`src/rtl/fetch_ctrl_pkg.sv`:
```
// Shared types and defaults for the LC-3 fetch-stage sequencer.
package fetch_ctrl_pkg;

    localparam int unsigned ADDR_W_DEF       = 16;
    localparam int unsigned FLUSH_CYCLES_DEF = 2;

    typedef enum logic [2:0] {
        IDLE,
        RUN,
        REDIR,
        FLUSH,
        HALT
    } fetch_state_t;

    typedef struct packed {
        logic                  valid;
        logic                  is_exc;
        logic [ADDR_W_DEF-1:0] addr;
    } redirect_t;

endpackage

```
`src/rtl/fetch_redirect_hold.sv`:
```
// One-entry pending redirect register with exception-over-branch priority.
module fetch_redirect_hold
    import fetch_ctrl_pkg::*;
#(
    parameter int unsigned ADDR_W = ADDR_W_DEF
) (
    input  logic              i_clk,
    input  logic              i_rst_n,
    input  logic              i_br_req,
    input  logic [ADDR_W-1:0] i_br_addr,
    input  logic              i_exc_req,
    input  logic [ADDR_W-1:0] i_exc_vec,
    input  logic              i_consume,
    output logic              o_sel_valid,
    output logic [ADDR_W-1:0] o_sel_addr
);

    logic              r_pend_valid;
    logic              r_pend_is_exc;
    logic [ADDR_W-1:0] r_pend_addr;

    logic              w_sel_valid;
    logic              w_sel_is_exc;
    logic [ADDR_W-1:0] w_sel_addr;

    // A new exception always replaces the entry; a new branch only fills an empty one.
    always_comb begin
        w_sel_valid  = 1'b0;
        w_sel_is_exc = 1'b0;
        w_sel_addr   = '0;
        if (i_exc_req) begin
            w_sel_valid  = 1'b1;
            w_sel_is_exc = 1'b1;
            w_sel_addr   = i_exc_vec;
        end else if (r_pend_valid) begin
            w_sel_valid  = 1'b1;
            w_sel_is_exc = r_pend_is_exc;
            w_sel_addr   = r_pend_addr;
        end else if (i_br_req) begin
            w_sel_valid  = 1'b1;
            w_sel_is_exc = 1'b0;
            w_sel_addr   = i_br_addr;
        end
    end

    always_ff @(posedge i_clk or negedge i_rst_n) begin
        if (!i_rst_n) begin
            r_pend_valid  <= 1'b0;
            r_pend_is_exc <= 1'b0;
            r_pend_addr   <= '0;
        end else if (i_consume) begin
            r_pend_valid  <= 1'b0;
            r_pend_is_exc <= 1'b0;
            r_pend_addr   <= '0;
        end else begin
            r_pend_valid  <= w_sel_valid;
            r_pend_is_exc <= w_sel_is_exc;
            r_pend_addr   <= w_sel_addr;
        end
    end

    assign o_sel_valid = w_sel_valid;
    assign o_sel_addr  = w_sel_addr;

endmodule

```
`src/rtl/fetch_seq_ctrl.sv`:
```
// Fetch-stage control sequencer: redirect arbitration, stall hold, flush bubbles, start/halt.
module fetch_seq_ctrl
    import fetch_ctrl_pkg::*;
#(
    parameter int unsigned ADDR_W       = ADDR_W_DEF,
    parameter int unsigned FLUSH_CYCLES = FLUSH_CYCLES_DEF,
    parameter int unsigned CNT_W        = 8
) (
    input  logic              clk,
    input  logic              reset,
    input  logic              start,
    input  logic              halt_req,
    input  logic              stall_in,
    input  logic              imem_ready,
    input  logic              br_req,
    input  logic [ADDR_W-1:0] br_addr,
    input  logic              exc_req,
    input  logic [ADDR_W-1:0] exc_vec,
    output logic              enable_fetch,
    output logic              enable_updatePC,
    output logic              br_taken,
    output logic [ADDR_W-1:0] taddr,
    output logic              flush_out,
    output logic              busy,
    output logic [CNT_W-1:0]  redirect_cnt
);

    localparam logic [2:0] FLUSH_LOAD = (FLUSH_CYCLES > 0) ? 3'(FLUSH_CYCLES - 1) : 3'd0;

    fetch_state_t      r_state, w_state_nxt;
    logic [2:0]        r_fcnt, w_fcnt_nxt;
    logic              r_en_fetch, w_en_fetch_nxt;
    logic              r_en_upd, w_en_upd_nxt;
    logic              r_br_taken, w_br_taken_nxt;
    logic [ADDR_W-1:0] r_taddr, w_taddr_nxt;
    logic              r_flush, w_flush_nxt;
    logic              r_busy, w_busy_nxt;
    logic [CNT_W-1:0]  r_cnt, w_cnt_nxt;

    logic              w_go;
    logic              w_consume;
    logic              w_sel_valid;
    logic [ADDR_W-1:0] w_sel_addr;

    assign w_go = !stall_in && imem_ready;

    fetch_redirect_hold #(
        .ADDR_W (ADDR_W)
    ) u_hold (
        .i_clk       (clk),
        .i_rst_n     (reset),
        .i_br_req    (br_req),
        .i_br_addr   (br_addr),
        .i_exc_req   (exc_req),
        .i_exc_vec   (exc_vec),
        .i_consume   (w_consume),
        .o_sel_valid (w_sel_valid),
        .o_sel_addr  (w_sel_addr)
    );

    always_comb begin
        w_state_nxt = r_state;
        w_fcnt_nxt  = r_fcnt;
        case (r_state)
            IDLE: begin
                if (start) w_state_nxt = RUN;
            end
            RUN: begin
                if (w_sel_valid && w_go) begin
                    w_state_nxt = REDIR;
                end else if (halt_req && w_go) begin
                    w_state_nxt = HALT;
                end
            end
            REDIR: begin
                if (FLUSH_CYCLES > 0) begin
                    w_state_nxt = FLUSH;
                    w_fcnt_nxt  = FLUSH_LOAD;
                end else begin
                    w_state_nxt = RUN;
                end
            end
            FLUSH: begin
                // A redirect still pending takes precedence over halting; it launches from RUN.
                if (r_fcnt == 3'd0) begin
                    if (halt_req && w_go && !w_sel_valid) w_state_nxt = HALT;
                    else                                   w_state_nxt = RUN;
                end else begin
                    w_fcnt_nxt = r_fcnt - 3'd1;
                end
            end
            HALT: begin
                if (start) w_state_nxt = RUN;
            end
            default: w_state_nxt = IDLE;
        endcase
    end

    // Outputs are decoded from the next state so they line up with r_state after the edge.
    always_comb begin
        w_en_fetch_nxt = 1'b0;
        w_en_upd_nxt   = 1'b0;
        w_br_taken_nxt = 1'b0;
        w_flush_nxt    = 1'b0;
        w_taddr_nxt    = r_taddr;
        w_cnt_nxt      = r_cnt;
        w_consume      = 1'b0;
        w_busy_nxt     = (w_state_nxt == RUN) || (w_state_nxt == REDIR) || (w_state_nxt == FLUSH);
        case (w_state_nxt)
            RUN: begin
                w_en_fetch_nxt = w_go;
                w_en_upd_nxt   = w_go;
            end
            REDIR: begin
                w_en_upd_nxt   = 1'b1;
                w_br_taken_nxt = 1'b1;
                w_flush_nxt    = 1'b1;
                w_taddr_nxt    = w_sel_addr;
                w_consume      = 1'b1;
                if (r_cnt != {CNT_W{1'b1}}) w_cnt_nxt = r_cnt + 1'b1;
            end
            default: ;
        endcase
    end

    always_ff @(posedge clk or negedge reset) begin
        if (!reset) begin
            r_state    <= IDLE;
            r_fcnt     <= 3'd0;
            r_en_fetch <= 1'b0;
            r_en_upd   <= 1'b0;
            r_br_taken <= 1'b0;
            r_taddr    <= '0;
            r_flush    <= 1'b0;
            r_busy     <= 1'b0;
            r_cnt      <= '0;
        end else begin
            r_state    <= w_state_nxt;
            r_fcnt     <= w_fcnt_nxt;
            r_en_fetch <= w_en_fetch_nxt;
            r_en_upd   <= w_en_upd_nxt;
            r_br_taken <= w_br_taken_nxt;
            r_taddr    <= w_taddr_nxt;
            r_flush    <= w_flush_nxt;
            r_busy     <= w_busy_nxt;
            r_cnt      <= w_cnt_nxt;
        end
    end

    assign enable_fetch    = r_en_fetch;
    assign enable_updatePC = r_en_upd;
    assign br_taken        = r_br_taken;
    assign taddr           = r_taddr;
    assign flush_out       = r_flush;
    assign busy            = r_busy;
    assign redirect_cnt    = r_cnt;

endmodule

```
`config.mk`:
```
export PLATFORM = sky130hd
export DESIGN_NAME = fetch_seq_ctrl
export DESIGN_NICKNAME = d
export VERILOG_FILES = /design/src/rtl/fetch_ctrl_pkg.sv /design/src/rtl/fetch_redirect_hold.sv /design/src/rtl/fetch_seq_ctrl.sv
export SDC_FILE = /design/constraint.sdc
export NUM_CORES = 1
export LEC_CHECK = 0
export CAP_MARGIN = 25
export CORE_UTILIZATION = 35
export CTS_BUF_LIST = sky130_fd_sc_hd__clkbuf_16
export CTS_CLUSTER_DIAMETER = 50
export CTS_CLUSTER_SIZE = 10
export DETAILED_ROUTE_END_ITERATION = 8
export GPL_ROUTABILITY_DRIVEN = 0
export SETUP_SLACK_MARGIN = 0.02
export SLEW_MARGIN = 30
export SYNTH_ARGS = -nofsm -noshare
export SYNTH_HDL_FRONTEND = slang
export SYNTH_SLANG_ARGS = --single-unit
export TNS_END_PERCENT = 30
```
`constraint.sdc`:
```
create_clock -name clk -period 1.7 [get_ports clk]
set_input_delay 0.34 -clock clk [delete_from_list [all_inputs] [get_ports clk]]
set_output_delay 0.34 -clock clk [all_outputs]
set_load 0.01 [all_outputs]
```
**After elaboration in Yosys (flattened, before gate mapping)**

Index checks and enable logic that the tools add are counted.

- Reductions and logical operators: 14
- Add/sub/neg operators: 2
- Muxes and demuxes: 19
- Eq/ne operators: 9

Operators by type and width:

| cell | count |
|---|---|
| 16-bit two-way mux | 4 |
| 3-bit two-way mux | 6 |
| 3-bit by 2-bit equality test with 1-bit output, second input constant | 4 |
| 3-bit one-hot mux with 4 select lines | 1 |
| 8-bit by 1-bit adder with 8-bit output, second input constant | 1 |
| 8-bit inequality test, second input constant | 1 |
| 3-bit by 1-bit equality test with 1-bit output, second input constant | 2 |
| 3-bit logical NOT | 2 |
| 1-bit two-way mux | 6 |
| 3-bit one-hot mux with 2 select lines | 1 |
| 1-bit logical AND | 4 |
| 2-bit AND reduction | 2 |
| 3-bit equality test, second input constant | 1 |
| 3-bit by 1-bit subtractor with 3-bit output, second input constant | 1 |
| 1-bit logical NOT | 2 |
| 1-bit logical OR | 2 |
| 2-bit inequality test, second input constant | 1 |
| 1-bit one-hot mux with 2 select lines | 1 |
| 2-bit nonzero test | 1 |
| 2-bit OR reduction | 1 |

- Output and inout port bits: 29
- Bits in registers: 51
- Word-level logic and storage cells: 54

**Depth between registers and ports, before layout**

- Word-level depth: 11
- Mapped depth: 8
- Gate-level depth less buffers: 7

**By module**

A second synthesis with hierarchy kept.

- Cells, all modules: 262
- Area total of the unflattened synthesis: 2616.3 sq um

By module, submodules not included:

| module | seq. area each (sq um) | cells each | area each (sq um) | instances |
|---|---|---|---|---|
| fetch_seq_ctrl | 850.8 | 153 | 1511.4 | 1 |
| fetch_redirect_hold | 425.4 | 109 | 1104.8 | 1 |

**Worst setup path after synthesis**

No wires, ideal clock.

- Path type: reg2reg
- From: reg r_state[1]
- To: reg r_cnt[1] (netlist: redirect_cnt[1])
- Arrival: 1542 ps
- Library setup time: 128 ps
- Stages on the path, launching flop included: 6
- Slack: 31 ps
- Period minus slack after synthesis: 1669 ps
- Cell sequence: dfrtp_1 or3b_1 buf_2 nor3_4 nand2_2 mux2_1

- Longest elaborated chain between the ends: 5
- Elaborated cells between the ends (all ways): 13

RTL lines:

| item | line | text |
|---|---|---|
| from (decl) | fetch_seq_ctrl.sv:30 | `fetch_state_t r_state, w_state_nxt;` |
| from (signal assigned) | fetch_seq_ctrl.sv:138 | `r_state <= w_state_nxt;` |
| 3-bit equality test, or another cell as far along | fetch_seq_ctrl.sv:64 | `case (r_state)` |
| 2-bit OR reduction (no source line) or 3-bit two-way mux (tied branches) | - |  |
| 3-bit one-hot mux with 4 select lines (*) | fetch_seq_ctrl.sv:64 |  |
| 3-bit by 2-bit equality test with 1-bit output (*) | fetch_seq_ctrl.sv:109 | `case (w_state_nxt)` |
| 2-bit AND reduction (no source line) (*) | - |  |
| to (signal assigned) | fetch_seq_ctrl.sv:146 | `r_cnt <= w_cnt_nxt;` |
| to (decl) | fetch_seq_ctrl.sv:38 | `logic [CNT_W-1:0] r_cnt, w_cnt_nxt;` |

Mark *: on every way between the ends. The rest lies on a longest branch, timed or not.
A chain may end at the register's enable or synchronous reset.

**Final worst setup path**

- From: reg r_cnt[4] (netlist: redirect_cnt[4])
- To: out redirect_cnt[4]

RTL lines:

| item | line | text |
|---|---|---|
| to (decl) | fetch_seq_ctrl.sv:25 | `output logic [CNT_W-1:0] redirect_cnt` |

No word-level cell between the ends.

==> metrics.log <==
[metrics] maximum number of pins on one net before global-route repair: 33
[metrics] CTS Root Cell: sky130_fd_sc_hd__clkbuf_16
[metrics] Post-layout nets: 345
[metrics] combined buffer and inverter count along the critical path: 1
[metrics] register bit count reported by yosys: 51
[metrics] Total Die Area: 7150 um^2
[metrics] worst-path cell with the longest stage delay: sky130_fd_sc_hd__clkdlybuf4s50_1
[metrics] number of buffer cells added on primary ports: 68
[metrics] final setup violation count: 0
[metrics] peak supply drop: 0.605 mV
[metrics] Top Family by Delay on Critical Path: buffers and inverters
[metrics] Power Density: 1490 nW/um^2
[metrics] critical path cell sequence: clkdlybuf4s50_1
[metrics] antenna-violating nets left: 0
[metrics] first-pass GRT wire length: 9670 um
[metrics] number of placed instances, taps included: 372
[metrics] Yosys cell types: 36
[metrics] Pleak: 0.00144 uW
[metrics] dominant cells by area after synthesis: sky130_fd_sc_hd__dfrtp_1, sky130_fd_sc_hd__o41ai_1, sky130_fd_sc_hd__a221oi_1
[metrics] later-pin clock latency in the skew report: 0.29 ns
[metrics] Final Hold Fails: 0
[metrics] fraction of synthesis flops using an asynchronous set or reset pin: 100%
[metrics] per-cell via count in the routed design: 5.36
[metrics] initial cell density of the core: 36.9%
[metrics] per-cell routed wire length: 15.7 um
[metrics] number of antenna violations at the first check in global routing: 0
[metrics] number of primary I/O pins: 69
[metrics] synth-to-layout area growth: 47.0%
[metrics] Tot GR Track Use: 17.3%
[metrics] synth warn: 0
[metrics] top_reg_cell synth: sky130_fd_sc_hd__dfrtp_1
[metrics] ratio of final minimum period to clock period: 95.4%
[metrics] share of the synthesized area in the top cell type: 53.5%
[metrics] number of antenna cells inserted: 0
[metrics] Post-synth top cells: sky130_fd_sc_hd__dfrtp_1, sky130_fd_sc_hd__nor2b_1, sky130_fd_sc_hd__nor3_1
[metrics] clock transition time at the flip-flop clock pins of the worst setup and hold paths: 0.07 ns
[metrics] proportion of synthesized chip area in sequential cells: 53.5%
[metrics] maximum fanout along the worst path: 5
[metrics] number of buffers inserted during clock tree synthesis: 5
[metrics] CP Data Required Time: 1.36 ns
[metrics] via count: 2035
[metrics] layout filler cell count: 571
[metrics] most instantiated library cell after synthesis: sky130_fd_sc_hd__dfrtp_1
[metrics] Synth Net Count: 265
[metrics] Relative slew margins: 72.3%
[metrics] maximum buffer depth of the clock tree: 2
[metrics] post-route cell area: 3510 um^2
[metrics] sequential cell area in the final layout: 1280 um^2
[metrics] Num Clock Sinks: 51
[metrics] share of cells above drive strength 1: 15.8%
[metrics] status: finished with violations
[metrics] DRT Pass-1 Iters: 6
[metrics] row count: 29
[metrics] count of placed standard cells in the final layout, fillers left out: 380
[metrics] Setup CP Type: register to output port
[metrics] Syn Std Cell Area: 2380 um^2
[metrics] multi-input combinational cell area: 1070 um^2
[metrics] max incr delay on CP: 0.57 ns
[metrics] endpoint arrival time on the critical path: 1.28 ns
[metrics] violations in the final reports: DRC
[metrics] Worst setup EP type: output port
[metrics] biggest area consumer among synthesized cells: sky130_fd_sc_hd__dfrtp_1
[metrics] Chip Width: 84.5 um
[metrics] number of remaining DRC errors: 8
[metrics] slew of the pin with the lowest slew margin: 0.416 ns
[metrics] Placed Area: 3260 um^2
[metrics] DP Wirelength: 4060 um
[metrics] crit path launch type: register
[metrics] max-slew violation total from the final report: 0
[metrics] H-tree levels: 2
[metrics] quantity of hold-fixing buffers added after cts: 0
[metrics] clk_skew: 0.00880 ns
[metrics] final routed wirelength across all metal layers: 5950 um
[metrics] setup repair after global routing missed its margin: true
[metrics] number of enable-type register cells in the synthesized netlist: 0
[metrics] minimum clock period after layout: 1.62 ns
[metrics] Die Span Y: 84.5 um
[metrics] Std-Cell Core Area: 6460 um^2
[metrics] Achievable Freq: 0.617 GHz
[metrics] DRC violation total after the first TritonRoute iteration: 87
[metrics] Remaining Overflow, GRT: 0
[metrics] Hold/Removal Path Class: input pin to asynchronous set/reset pin
[metrics] final hold slack: 0.0351 ns
[metrics] Post-Syn Area per Cell: 10.7 um^2
[metrics] Synth Instances: 222
[metrics] total of max-cap violations: 0
[metrics] clock tree from TritonCTS: built
[metrics] vias in the first global route: 1946
worst reg2reg max path, cell delays in order, from the launching register on:
cell and delay, ns:
sky130_fd_sc_hd__dfrtp_1 0.39, sky130_fd_sc_hd__or3b_4 0.45, sky130_fd_sc_hd__buf_4 0.26, sky130_fd_sc_hd__o41ai_1 0.42
flip-flops by register name (all words and copies together), names as in the netlist:
name                 count
r_state                  3
taddr                   16
enable_updatePC          1
u_hold.r_pend_valid      1
busy                     1
redirect_cnt             8
enable_fetch             1
flush_out                1
u_hold.r_pend_addr      16
r_fcnt                   3
final cells by class:
cell class                 count  share of cell area (%)
multi-input combinational    147                    30.6
tap                           77                    2.75
clock inverter                 3                    1.21
sequential                    51                    36.5
inverter                       7                   0.749
clock buffer                   5                    3.57
timing repair buffer          90                    24.6
metrics by stage:
stage	total power, uW	setup slack (ns)	setup TNS [ns]	utilization, %
floorplan	2980	0.0308	0	-
global placement	3970	-0.241	-7.33	50.5
detailed placement	4000	-0.315	-8.04	50.5
CTS	5170	0.0144	0	53.1
global route	5560	-0.0297	-0.0434	54.3
finish	5240	0.0780	0	54.3
placed cells by master (no fill, tap or decap), types with 2 or more instances in the layout:
master and n:
sky130_fd_sc_hd__nand4_1 2, sky130_fd_sc_hd__nand2_1 5, sky130_fd_sc_hd__o22ai_1 2, sky130_fd_sc_hd__o21ai_1 2, sky130_fd_sc_hd__nor3_1 18, sky130_fd_sc_hd__a21oi_1 10
sky130_fd_sc_hd__ha_1 3, sky130_fd_sc_hd__nand3_1 5, sky130_fd_sc_hd__inv_1 7, sky130_fd_sc_hd__dfrtp_2 3, sky130_fd_sc_hd__clkbuf_16 5, sky130_fd_sc_hd__nor2_1 4
sky130_fd_sc_hd__o21ai_0 14, sky130_fd_sc_hd__nor3_4 2, sky130_fd_sc_hd__o41ai_1 9, sky130_fd_sc_hd__dfrtp_1 48, sky130_fd_sc_hd__o41ai_2 7, sky130_fd_sc_hd__dlymetal6s2s_1 2
sky130_fd_sc_hd__a31oi_1 3, sky130_fd_sc_hd__xnor2_1 5, sky130_fd_sc_hd__nor2b_1 20, sky130_fd_sc_hd__a221oi_1 15, sky130_fd_sc_hd__nand2b_1 5, sky130_fd_sc_hd__buf_4 20
sky130_fd_sc_hd__a21boi_0 2, sky130_fd_sc_hd__clkdlybuf4s50_1 65
metal layers:
metal,track usage (%),wire [um]
met5,0,0
met1,23.9,2720
met4,5.08,73
met3,3.74,244
met2,27.3,2910
path summary, 6_finish.rpt:
check / startpoint / to / slack (ns) / depth (start not counted)
max in group asynchronous: reset / redirect_cnt[3]$_DFFE_PN0P_ / 1.35 / 2
worst min register to register: taddr[1]$_DFFE_PN0P_ / taddr[1]$_DFFE_PN0P_ / 0.52 / 2
min in group clk: br_req / u_hold.r_pend_valid$_DFF_PN0_ / 0.39 / 3
worst max-delay path: redirect_cnt[4]$_DFFE_PN0P_ / redirect_cnt[4] / 0.08 / 1
worst min-delay path: reset / taddr[10]$_DFFE_PN0P_ / 0.04 / 2
worst max register to register: r_state[1]$_DFF_PN0_ / taddr[8]$_DFFE_PN0P_ / 0.08 / 3
power by group:
| group | internal (uW) | leakage, uW | total (uW) | switching, uW |
|---|---|---|---|---|
| logic | 1140 | 0.000735 | 2200 | 1060 |
| registers | 1640 | 0.000620 | 1880 | 243 |
| clock network | 696 | 0.0000818 | 1150 | 459 |
| total | 3480 | 0.00144 | 5240 | 1760 |
kinds of logic after synthesis:
| group | after synthesis | synth area share, % |
|---|---|---|
| xor gates and xnor gates | 5 | 1.84 |
| DFF | 51 | 53.5 |
| buffers and inverters | 24 | 4.15 |
| and+or+nand+nor | 69 | 17.5 |
| adders and majority gates | 3 | 1.57 |
| AOI/OAI and AO/OA | 67 | 20.0 |
| muxes | 3 | 1.36 |
repair_timing:
item	in CTS	in global routing
setup endpoints to repair	3	25
gates cloned	0	0
resized for setup	1	16
setup buffers	0	0
Power figures use the tool's default switching activity.
